## config.mk

```make
export PLATFORM = sky130hd
export DESIGN_NAME = serial_sub_ctrl
export DESIGN_NICKNAME = d
export VERILOG_FILES = /design/src/rtl/serial_sub_pkg.sv /design/src/rtl/full_sub_cell.sv /design/src/rtl/half_sub_cell.sv /design/src/rtl/serial_sub_ctrl.sv
export SDC_FILE = /design/constraint.sdc
export NUM_CORES = 1
export LEC_CHECK = 0
export ABC_AREA = 1
export ABC_CLOCK_PERIOD_IN_PS = 1630
export BUFFER_PORTS_ARGS = -buffer_cell sky130_fd_sc_hd__buf_2
export CAP_MARGIN = 40
export CELL_PAD_IN_SITES_DETAIL_PLACEMENT = 2
export CELL_PAD_IN_SITES_GLOBAL_PLACEMENT = 2
export CORE_ASPECT_RATIO = 0.6
export CORE_MARGIN = 5
export CORE_UTILIZATION = 30
export DETAILED_ROUTE_END_ITERATION = 6
export GPL_TIMING_DRIVEN = 0
export PLACE_DENSITY_LB_ADDON = 0.1
export SLEW_MARGIN = 20
export SYNTH_ARGS = -nofsm -noshare
export SYNTH_HDL_FRONTEND = slang
export SYNTH_SLANG_ARGS = --single-unit
export TNS_END_PERCENT = 1
```

## constraint.sdc

```tcl
create_clock -name clk -period 1.63 [get_ports clk]
set_clock_uncertainty 0.1 [all_clocks]
set_input_delay 0.2445 -clock clk [delete_from_list [all_inputs] [get_ports clk]]
set_output_delay 0.2445 -clock clk [all_outputs]
set_load 0.02 [all_outputs]
```

## src/rtl/serial_sub_pkg.sv

```systemverilog
// Shared types and constants for the bit-serial subtractor controller.
// Holds the FSM state encoding, the default operand width and a counter-width helper.
package serial_sub_pkg;

  localparam int DEFAULT_WIDTH = 8;

  typedef enum logic [1:0] {
    IDLE = 2'd0,
    RUN  = 2'd1,
    DONE = 2'd2
  } state_t;

  // Counter width able to hold 0..width-1; never below one bit.
  function automatic int cnt_bits(input int width);
    return (width > 2) ? $clog2(width) : 1;
  endfunction

endpackage

```

## src/rtl/full_sub_cell.sv

```systemverilog
// 1-bit full subtractor (a - b - bin) built from two half subtractors.
// The second stage subtracts the incoming borrow from the first stage's difference.
module full_sub_cell (
  input  logic a,
  input  logic b,
  input  logic bin,
  output logic d,
  output logic bout
);

  logic w_d1;
  logic w_b1;
  logic w_b2;

  half_sub_cell u_hs0 (
    .a    (a),
    .b    (b),
    .d    (w_d1),
    .bout (w_b1)
  );

  half_sub_cell u_hs1 (
    .a    (w_d1),
    .b    (bin),
    .d    (d),
    .bout (w_b2)
  );

  // At most one of the two stages can borrow, so OR is the combined borrow.
  assign bout = w_b1 | w_b2;

endmodule

```

## src/rtl/half_sub_cell.sv

```systemverilog
// 1-bit half subtractor: d = a - b, borrow raised when b exceeds a.
// Purely combinational building block of the full subtract cell.
module half_sub_cell (
  input  logic a,
  input  logic b,
  output logic d,
  output logic bout
);

  assign d    = a ^ b;
  assign bout = ~a & b;

endmodule

```

## src/rtl/serial_sub_ctrl.sv

```systemverilog
// Bit-serial unsigned subtractor: a - b over WIDTH cycles, LSB first, one shared cell.
// start/busy/done handshake; result, borrow and zero flag are held until the next accepted start.
module serial_sub_ctrl
  import serial_sub_pkg::*;
#(
  parameter int WIDTH = DEFAULT_WIDTH
) (
  input  logic             clk,
  input  logic             rst,
  input  logic             start,
  input  logic [WIDTH-1:0] a,
  input  logic [WIDTH-1:0] b,
  output logic             busy,
  output logic             done,
  output logic [WIDTH-1:0] diff,
  output logic             borrow,
  output logic             zero
);

  localparam int             CW       = cnt_bits(WIDTH);
  localparam logic [CW-1:0]  LAST_CNT = CW'(WIDTH - 1);

  state_t           r_state;
  state_t           w_state_next;
  logic [WIDTH-1:0] r_a_sr;
  logic [WIDTH-1:0] r_b_sr;
  logic [WIDTH-2:0] r_res_sr;
  logic [CW-1:0]    r_cnt;
  logic             r_bq;
  logic [WIDTH-1:0] r_diff;
  logic             r_borrow;
  logic             r_zero;

  logic             w_accept;
  logic             w_last;
  logic             w_d;
  logic             w_bo;
  logic [WIDTH-1:0] w_res_shift;

  assign w_accept = start && ((r_state == IDLE) || (r_state == DONE));
  assign w_last   = (r_state == RUN) && (r_cnt == LAST_CNT);

  // The result register keeps only WIDTH-1 bits: on the final bit the new
  // difference bit and the accumulated bits together form the full result.
  assign w_res_shift = {w_d, r_res_sr};

  full_sub_cell u_cell (
    .a    (r_a_sr[0]),
    .b    (r_b_sr[0]),
    .bin  (r_bq),
    .d    (w_d),
    .bout (w_bo)
  );

  always_ff @(posedge clk) begin
    if (rst) begin
      r_state <= IDLE;
    end else begin
      r_state <= w_state_next;
    end
  end

  always_comb begin
    w_state_next = r_state;
    case (r_state)
      IDLE: begin
        if (start) begin
          w_state_next = RUN;
        end
      end
      RUN: begin
        if (r_cnt == LAST_CNT) begin
          w_state_next = DONE;
        end
      end
      DONE: begin
        w_state_next = start ? RUN : IDLE;
      end
      default: begin
        w_state_next = IDLE;
      end
    endcase
  end

  always_comb begin
    busy = 1'b0;
    done = 1'b0;
    case (r_state)
      RUN:     busy = 1'b1;
      DONE:    done = 1'b1;
      default: ;
    endcase
  end

  always_ff @(posedge clk) begin
    if (rst) begin
      r_a_sr   <= '0;
      r_b_sr   <= '0;
      r_res_sr <= '0;
      r_cnt    <= '0;
      r_bq     <= 1'b0;
      r_diff   <= '0;
      r_borrow <= 1'b0;
      r_zero   <= 1'b0;
    end else if (w_accept) begin
      r_a_sr   <= a;
      r_b_sr   <= b;
      r_res_sr <= '0;
      r_cnt    <= '0;
      r_bq     <= 1'b0;
      r_diff   <= '0;
      r_borrow <= 1'b0;
      r_zero   <= 1'b0;
    end else if (r_state == RUN) begin
      r_a_sr   <= r_a_sr >> 1;
      r_b_sr   <= r_b_sr >> 1;
      r_res_sr <= w_res_shift[WIDTH-1:1];
      r_bq     <= w_bo;
      r_cnt    <= r_cnt + 1'b1;
      if (w_last) begin
        r_diff   <= w_res_shift;
        r_borrow <= w_bo;
        r_zero   <= (w_res_shift == '0);
      end
    end
  end

  assign diff   = r_diff;
  assign borrow = r_borrow;
  assign zero   = r_zero;

endmodule

```

==> results.txt <==
Hold Fails Final Rpt: 0
startpoint types: register
count of pins over their slew limit: 0
Crit. End Element: output pin
largest delay contributor family on the critical path: buffers and inverters
Post-DRT Antenna Nets: 0
share of cells above drive strength 1: 20.6%
hold-critical path depth: 3
crit path buf inv count: 3
CTS Buffer Depth: 2
Final GP Congestion: 0.666
htree depth: 2
average size of a mapped cell: 6.97 um^2
Crit path depth: 4
port bufs: 29
top cell type's share of synthesized area: 46.3%
crit-path max FO: 10
status: complete, no violations
library cells used by synthesis: 19
GRT overflow: 0
Worst Path Required: 1.29 ns
number of DRC markers in iteration 0: 34
CTS Buf Count: 5
Fillers: 685
DP Worst Slack: 0.0735 ns
synthesized netlist cell count: 242
worst setup margin: 0.0917 ns
worst vdd ir: 0.282 mV
Area after DPL: 1920 um^2
DR pass1 iterations: 6
Clock Sinks: 39
Detail Placement HPWL: 3660 um
Max Clk Rate: 650 MHz
ANT cells: 0
root buffer cell: clkbuf_8
CTS tree: done
fin cells: 350
final net count: 302
via count of the first global-routing pass: 1668
multi-input logic area: 707 um^2
crit-path cells: nand2_2 -> buf_6 -> clkinv_4 -> buf_2
leakage power: 1.05 nW
CP max stage delay: 0.38 ns
register area share after synthesis: 46.3%
Hold Crit Class: input pin to register
leading area contributor after synthesis: dfxtp_1
setup TNS: 0 ns
reg2reg path depth: 7
largest net degree at the start of global routing: 12
Pwr Density: 965 nW/um^2
Die H: 68.1 um
drt drc: 0
Reg area: 786 um^2
RSZ-0062 raised after global routing: no
crit path time final: 1.54 ns
Ys Warns: 0
Hold Buf Count CTS: 0
total core area: 5520 um^2
P&R area growth vs syn: 20.8%
first-pass GRT wire length: 7950 um
CP arrival: 1.19 ns
Final Cycle Share: 94.4%
I/O pin count: 31
Max Cap Viol: 0
Initial Utilization: 30.6%
Synth area leaders: dfxtp_1 (46%), nor2_1 (12%), nand2_1 (10%)
synthesis-stage register bit count: 39
Detailed Route WL: 4810 um
Worst path slowest cell: dfxtp_4
initial antenna violation count: 0
Chip Width: 107 um
syn nets: 264
placed cell count: 340
drt via density: 4.47
area of the mapped netlist: 1690 um^2
GRT Util Overall: 14.5%
final setup vio count: 0
Rows: 21
Worst-Margin Slew: 0.320 ns
routed vias: 1566
wire length per cell: 13.8 um
clock latency on the worst-skew pair: 0.29 ns
crit path kind: register to output pin
cell area after layout: 2040 um^2
die area: 7270 um^2
Clock transition at path regs: 0.08 ns
Worst slew margin: 78.6%
Yosys cell counts:
cell and n:
inv_2 2, clkbuf_2 1, o21ai_1 3, o21ai_0 23, ha_1 2, nor2_4 1, nand3_1 10, nor2_2 1
inv_1 35, a21oi_1 15, dfxtp_1 39, xor2_1 1, nand2_1 45, buf_2 5, fa_1 1, buf_4 4
clkinv_2 1, nand2_4 1, nor2_1 52
registers in the layout, indices dropped and copies added (netlist names):
name,flops
r_bq,1
r_b_sr,8
r_res_sr,7
borrow,1
zero,1
diff,8
r_state,2
r_a_sr,8
r_cnt,3
repair_timing:
item	in CTS	in global routing
pin swaps	0	1
setup endpoints to repair	1	11
buffers inserted	0	2
gates resized for setup	5	7
per-layer routing:
| metal | global-route usage, % | wire [um] | up-vias |
|---|---|---|---|
| met4 | 5.26 | 46 | 0 |
| li1 | - | - | 812 |
| met5 | 0 | 0 | - |
| met2 | 23.0 | 2030 | 16 |
| met3 | 3.49 | 118 | 4 |
| met1 | 19.4 | 2620 | 734 |
metrics by stage:
step           util, %  hold slack (ns)  power [mW]
6_report          36.9           0.0682        1.97
5_1_grt           36.9           0.0897        2.09
4_1_cts           36.4           0.0668        1.99
3_5_place_dp      34.8            0.367        1.34
3_3_place_gp      34.8            0.361        1.33
2_1_floorplan        -            0.279        1.24
report_power, final:
part           internal, mW  leakage (nW)  total, mW  switching (mW)
clock network         0.301        0.0422      0.642           0.341
logic                 0.108         0.684      0.288           0.180
registers              1.00         0.320       1.04          0.0326
total                  1.41          1.05       1.97           0.554
cell usage in the layout, fill, tap and decap left out, drive strengths merged:
| cell type | instances |
|---|---|
| a21oi | 15 |
| buf | 38 |
| clkbuf | 10 |
| clkinv | 2 |
| dfxtp | 39 |
| fa | 1 |
| ha | 2 |
| inv | 37 |
| nand2 | 46 |
| nand3 | 10 |
| nor2 | 54 |
| o21ai | 26 |
| xor2 | 1 |
final timing paths:
path	from	endpoint	slack (ns)
worst min-delay path	b[7]	r_b_sr[7]	0.07
worst max register to register	r_cnt[0]	diff[2]	0.11
worst min register to register	r_a_sr[7]	r_a_sr[7]	0.38
worst max-delay path	r_state[0]	busy	0.09
area by class of cell:
class | count | area share [%]
sequential | 39 | 38.6
multi-input combinational | 155 | 34.7
timing repair buffer | 31 | 7.86
inverter | 38 | 7.25
tap | 69 | 4.24
clock buffer | 7 | 3.75
buffer | 10 | 3.38
clock inverter | 1 | 0.246
worst min-delay path: stages:
cell,delay [ns]
buf_2,0.07
nor2_1,0.03
nor2_1,0.08
kinds of logic after synthesis:
group / after synthesis / share of synthesized area, %
buffers and inverters: 48 / 12.1
adder cells (fa/ha/maj): 3 / 2.67
flip-flops: 39 / 46.3
AND/OR/NAND/NOR: 110 / 26.3
AO/OA/AOI/OAI: 41 / 12.2
XOR/XNOR: 1 / 0.519
(Power assumes the default switching activity.)
